**config.mk**
```make
export PLATFORM = sky130hd
export DESIGN_NAME = trig_sequencer_flat
export DESIGN_NICKNAME = d
export VERILOG_FILES = /design/src/rtl/trig_sequencer_if.sv /design/src/rtl/trig_sequencer.sv /design/src/flat_wrapper.sv
export SDC_FILE = /design/constraint.sdc
export NUM_CORES = 1
export LEC_CHECK = 0
export CAP_MARGIN = 20
export CORE_MARGIN = 2
export CORE_UTILIZATION = 35
export DETAILED_ROUTE_END_ITERATION = 7
export PLACE_DENSITY = 0.64
export RECOVER_POWER = 50
export SLEW_MARGIN = 30
export SYNTH_ARGS = -nofsm -noshare
export SYNTH_HDL_FRONTEND = slang
export SYNTH_SLANG_ARGS = --single-unit
```
**constraint.sdc**
```tcl
create_clock -name clk -period 3 [get_ports clk]
set_input_delay 0.6 -clock clk [delete_from_list [all_inputs] [get_ports clk]]
set_output_delay 0.6 -clock clk [all_outputs]
set_load 0.02 [all_outputs]
```
**src/rtl/trig_sequencer_if.sv**
```systemverilog
// trig_sequencer control/status bundle.
// Control side drives requests, sequencer drives trigger pins and status.
interface trig_sequencer_if #(
  parameter int NUM_CH = 4,
  parameter int IDX_W  = (NUM_CH > 1) ? $clog2(NUM_CH) : 1
);
  logic              en;
  logic              mode;
  logic              start;
  logic [NUM_CH-1:0] ch_mask;
  logic [NUM_CH-1:0] trig;
  logic [IDX_W-1:0]  ch_idx;
  logic              busy;
  logic              sweep_done;

  modport master (
    output en, mode, start, ch_mask,
    input  trig, ch_idx, busy, sweep_done
  );

  modport slave (
    input  en, mode, start, ch_mask,
    output trig, ch_idx, busy, sweep_done
  );
endinterface

```
**src/rtl/trig_sequencer.sv**
```systemverilog
// Multi-channel trigger-pulse sequencer for ultrasonic sensor arrays.
// Fires a fixed-width pulse per enabled channel, each followed by a gap.
module trig_sequencer #(
  parameter int NUM_CH      = 4,
  parameter int TRIG_CYCLES = 60,
  parameter int GAP_CYCLES  = 12000,
  parameter int CNT_W       = 16,
  parameter int IDX_W       = (NUM_CH > 1) ? $clog2(NUM_CH) : 1
) (
  input logic            clk,
  input logic            rst_n,
  trig_sequencer_if.slave bus
);

  typedef enum logic [1:0] {
    S_IDLE,
    S_TRIG,
    S_GAP
  } state_t;

  localparam logic [CNT_W-1:0] TRIG_LAST = CNT_W'(TRIG_CYCLES - 1);
  localparam logic [CNT_W-1:0] GAP_LAST  = CNT_W'(GAP_CYCLES - 1);

  state_t            state_q, state_d;
  logic [CNT_W-1:0]  cnt_q, cnt_d;
  logic [IDX_W-1:0]  idx_q, idx_d;
  logic              busy_q, busy_d;
  logic              done_q, done_d;
  logic [NUM_CH-1:0] trig_q, trig_d;
  logic [NUM_CH-1:0] above;
  logic              any_set;
  logic              has_above;

  function automatic logic [IDX_W-1:0] low_bit(input logic [NUM_CH-1:0] m);
    low_bit = '0;
    for (int i = NUM_CH - 1; i >= 0; i--)
      if (m[i]) low_bit = IDX_W'(i);
  endfunction

  // Mask bits strictly above the channel being served
  always_comb begin
    above = '0;
    for (int i = 0; i < NUM_CH; i++)
      above[i] = bus.ch_mask[i] && (i > int'(idx_q));
  end

  assign any_set   = |bus.ch_mask;
  assign has_above = |above;

  // Next-state, counter, channel and status decode
  always_comb begin
    state_d = state_q;
    cnt_d   = cnt_q;
    idx_d   = idx_q;
    busy_d  = busy_q;
    done_d  = 1'b0;
    unique case (state_q)
      S_IDLE: begin
        if (bus.en && (bus.mode || bus.start) && any_set) begin
          state_d = S_TRIG;
          idx_d   = low_bit(bus.ch_mask);
          cnt_d   = '0;
          busy_d  = 1'b1;
        end
      end
      S_TRIG: begin
        if (cnt_q == TRIG_LAST) begin
          state_d = S_GAP;
          cnt_d   = '0;
        end else begin
          cnt_d = cnt_q + CNT_W'(1);
        end
      end
      S_GAP: begin
        if (cnt_q == GAP_LAST) begin
          cnt_d = '0;
          if (!bus.en) begin
            state_d = S_IDLE;
            busy_d  = 1'b0;
          end else if (has_above) begin
            state_d = S_TRIG;
            idx_d   = low_bit(above);
          end else begin
            done_d = 1'b1;
            if (bus.mode && any_set) begin
              state_d = S_TRIG;
              idx_d   = low_bit(bus.ch_mask);
            end else begin
              state_d = S_IDLE;
              busy_d  = 1'b0;
            end
          end
        end else begin
          cnt_d = cnt_q + CNT_W'(1);
        end
      end
      default: begin
        state_d = S_IDLE;
        busy_d  = 1'b0;
      end
    endcase
    trig_d = (state_d == S_TRIG) ? (NUM_CH'(1) << idx_d) : '0;
  end

  // State and registered outputs
  always_ff @(posedge clk or negedge rst_n) begin
    if (!rst_n) begin
      state_q <= S_IDLE;
      cnt_q   <= '0;
      idx_q   <= '0;
      busy_q  <= 1'b0;
      done_q  <= 1'b0;
      trig_q  <= '0;
    end else begin
      state_q <= state_d;
      cnt_q   <= cnt_d;
      idx_q   <= idx_d;
      busy_q  <= busy_d;
      done_q  <= done_d;
      trig_q  <= trig_d;
    end
  end

  assign bus.trig       = trig_q;
  assign bus.ch_idx     = idx_q;
  assign bus.busy       = busy_q;
  assign bus.sweep_done = done_q;

endmodule

```
**src/flat_wrapper.sv**
```systemverilog
// flat-port wrapper written by rule: the top's interface ports become plain ports
module trig_sequencer_flat 
#(
  parameter int NUM_CH      = 4,
  parameter int TRIG_CYCLES = 60,
  parameter int GAP_CYCLES  = 12000,
  parameter int CNT_W       = 16,
  parameter int IDX_W       = (NUM_CH > 1) ? $clog2(NUM_CH) : 1
)
  (clk, rst_n, bus_en, bus_mode, bus_start, bus_ch_mask, bus_trig, bus_ch_idx, bus_busy, bus_sweep_done);
  trig_sequencer_if #(.NUM_CH(NUM_CH), .IDX_W(IDX_W)) bus_i ();
  input logic clk;
  input logic rst_n;
  input wire logic [$bits(bus_i.en)-1:0] bus_en;
  input wire logic [$bits(bus_i.mode)-1:0] bus_mode;
  input wire logic [$bits(bus_i.start)-1:0] bus_start;
  input wire logic [$bits(bus_i.ch_mask)-1:0] bus_ch_mask;
  output wire logic [$bits(bus_i.trig)-1:0] bus_trig;
  output wire logic [$bits(bus_i.ch_idx)-1:0] bus_ch_idx;
  output wire logic [$bits(bus_i.busy)-1:0] bus_busy;
  output wire logic [$bits(bus_i.sweep_done)-1:0] bus_sweep_done;
  assign bus_i.en = bus_en;
  assign bus_i.mode = bus_mode;
  assign bus_i.start = bus_start;
  assign bus_i.ch_mask = bus_ch_mask;
  assign bus_trig = bus_i.trig;
  assign bus_ch_idx = bus_i.ch_idx;
  assign bus_busy = bus_i.busy;
  assign bus_sweep_done = bus_i.sweep_done;
  trig_sequencer #(.NUM_CH(NUM_CH), .TRIG_CYCLES(TRIG_CYCLES), .GAP_CYCLES(GAP_CYCLES), .CNT_W(CNT_W), .IDX_W(IDX_W)) u_core (.clk(clk), .rst_n(rst_n), .bus(bus_i));
endmodule
```
==> run summary <==
Routed Antenna Nets: 0
Via density: 5.52
Leakage: 0.838 nW
Power Dens Cells: 299 mW/mm2
RSZ-0062 raised after global routing: false
Fraction of layout cells with a size suffix above 1: 9.50%
Slew headroom: 7.01%
Die W: 72.1 um
Final setup viols: 0
Seq/Total Area, Yosys: 40.0%
Syn avg cell area: 9.13 um2
Yosys warnings: 0
Post-synth EDFFs: 0
Largest net degree at the start of global routing: 27
Status: complete, no violations
Detail Placement HPWL: 2.61 mm
Worst Setup End Kind: flop
Final Max Tran Viols: 0
Starting Density: 36.8%
Yosys reg bits: 26
Total power: 0.575 mW
Most common cell after layout, fill and taps aside: dfrtp_1
Fill cell total of the finished layout: 426
Die ar.: 0.00520 mm2
Initial DRC count: 64
Die Span Y: 72.1 um
FMAX: 396 MHz
Core area: 0.00441 mm2
Fin area: 0.00192 mm2
Multi-input logic area: 930 um2
DRT Pass-1 Iters: 4
Antenna diodes: 0
CTS Hold Bufs: 0
Most used DFF post-synth: dfrtp_1
GRT overflow: 0
Worst vdd ir: 181 uV
Worst EP required: 3.17 ns
PortBufs: 16
WP data arrival: 2.70 ns
Kind of start point of the critical path: input port
Syn nets: 193
Most frequent cells in the layout: 26 x dfrtp_1, 20 x nand2_1, 16 x nor2_1
Worst Max-Slew Pin Slew: 1.39 ns
Ports: 17
Final Wtd Congestion: 0.863
Total CTS buffers: 3
Clock latency on the worst-skew pair: 0.26 ns
Minimum clock period: 2.53 ns
DRT Wirelength: 3.46 mm
Via Count: 1,390
Setup CP Type: input port to flop
Cells after Synth: 178
Gates resized, CTS repair: 0
Clock transition at the registers of the reported paths: 0.08 ns
Area after DPL: 0.00188 mm2
Clock root cell: clkbuf_8
Post-synthesis cell area: 0.00163 mm2
Final TNS setup: 0 ns
Crit Path Max Fanout: 5
Global Route Usage Sum: 14.3%
Asr flop ratio synth: 100%
Clock sinks: 26
Number of distinct library cells after synthesis: 47
Final Cycle Share: 84.3%
Hold Worst Slack: 0.484 ns
Sequential cell area: 651 um2
Total of max-cap violations: 0
WHS Path Cells: 2
CTS HTree Levels: 1
Std-Cell Rows: 24
Final net count: 217
Clock buffer depth: 2
Skew final: 0.00688 ns
P&R area growth vs syn: 18.2%
Postcts setup bufs: 0
CTS tree: done
Worst r2r path cells: 6
Hold Violations, Final: 0
First-pass GRT wire length: 5.97 mm
Vias in the first global route: 1,277
Hold crit path type: flop to flop
Initial antenna violation count: 0
Routed len/inst: 13.7 um
DRC viols: 0
-- synthesized netlist by cell type (2+ instances only) --
master     n  share of area [%]
a21oi_1    8                2.5
a31oi_1    3                1.2
and3_1     2               0.77
clkbuf_1   3               0.69
dfrtp_1   26                 40
ha_1       6                4.6
inv_1      9                2.1
nand2_1   20                4.6
nand2b_1   4                1.5
nand3_1    6                1.8
nand4_1    5                1.9
nor2_1    16                3.7
nor2b_1    3                1.2
nor3_1     6                1.8
nor3b_1    3                1.4
nor4_1     5                1.9
o211a_1    2                1.2
o211ai_1   3                1.4
o21ai_0    6                1.8
o21ai_1    2               0.62
o22a_1     2                1.1
or2_1      3                1.2
or4_1      3                1.4
or4_4      2                1.4
xnor2_1    6                3.2
xor2_1     3                1.6
-- cell families (layout without fill, tap and decap cells) --
family	count (synthesis)	in the layout	synth area share (%)
AOI/OAI and AO/OA	40	40	19.2
DFF	26	26	40.0
muxes	1	1	0.616
adders and majority gates	6	6	4.62
and+or+nand+nor	84	84	27.9
buffers and inverters	12	34	2.77
xor gates and xnor gates	9	9	4.85
-- area by class of cell --
| cell class | count | share of cell area, % |
|---|---|---|
| sequential | 26 | 33.9 |
| clock buffer | 3 | 2.15 |
| inverter | 9 | 1.76 |
| multi-input combinational | 140 | 48.4 |
| tap | 52 | 3.39 |
| timing repair buffer | 22 | 10.5 |
-- worst max-delay path: stages --
cell             delay (ns)
clkdlybuf4s50_1        0.48
or2_1                  0.29
o211a_1                0.27
o41a_1                 0.34
a21o_1                 0.16
a221o_1                0.35
nor3b_1                0.22
-- metrics by stage --
| step | instances | util [%] | setup WS, ns |
|---|---|---|---|
| after global routing | 252 | 43.5 | 0.335 |
| after global placement | 249 | 42.7 | 0.221 |
| final | 252 | 43.5 | 0.472 |
| after CTS | 252 | 43.6 | 0.486 |
| after floorplan | 178 | - | 0.680 |
| after detailed placement | 249 | 42.7 | 0.218 |
-- power breakdown --
group          leakage (nW)  total, mW  internal [mW]  switching, mW
Sequential            0.307      0.350          0.350              0
Combinational         0.509     0.0350         0.0160         0.0191
Clock                0.0216      0.190         0.0898          0.100
-- state kept, by name, summed over array words and instances (netlist names) --
| signal | flops |
|---|---|
| u_core.state_q | 2 |
| u_core.cnt_q | 16 |
| u_core.bus.trig | 4 |
| u_core.bus.sweep_done | 1 |
| u_core.bus.ch_idx | 2 |
| u_core.bus.busy | 1 |
-- worst paths after layout --
path	endpoint	from	slack, ns
worst max-delay path	u_core.bus.trig[2]$_DFF_PN0_	bus_ch_mask[3]	0.47
worst min-delay path	u_core.bus.busy$_DFFE_PN0P_	u_core.bus.busy$_DFFE_PN0P_	0.48
worst max register to register	u_core.bus.trig[2]$_DFF_PN0_	u_core.cnt_q[8]$_DFFE_PN0P_	0.53
worst min register to register	u_core.bus.busy$_DFFE_PN0P_	u_core.bus.busy$_DFFE_PN0P_	0.48
max in group asynchronous	u_core.bus.busy$_DFFE_PN0P_	rst_n	1.00
min in group asynchronous	u_core.cnt_q[7]$_DFFE_PN0P_	rst_n	1.18
-- routing by layer --
layer	global-route usage, %	vias to the layer above	routed length [um]
met5	0	-	0
li1	-	700	-
met1	21.1	651	1740
met3	1.81	4	163
met2	21.2	35	1520
met4	5.66	0	35
No activity file was read; power rests on OpenSTA's default activity.
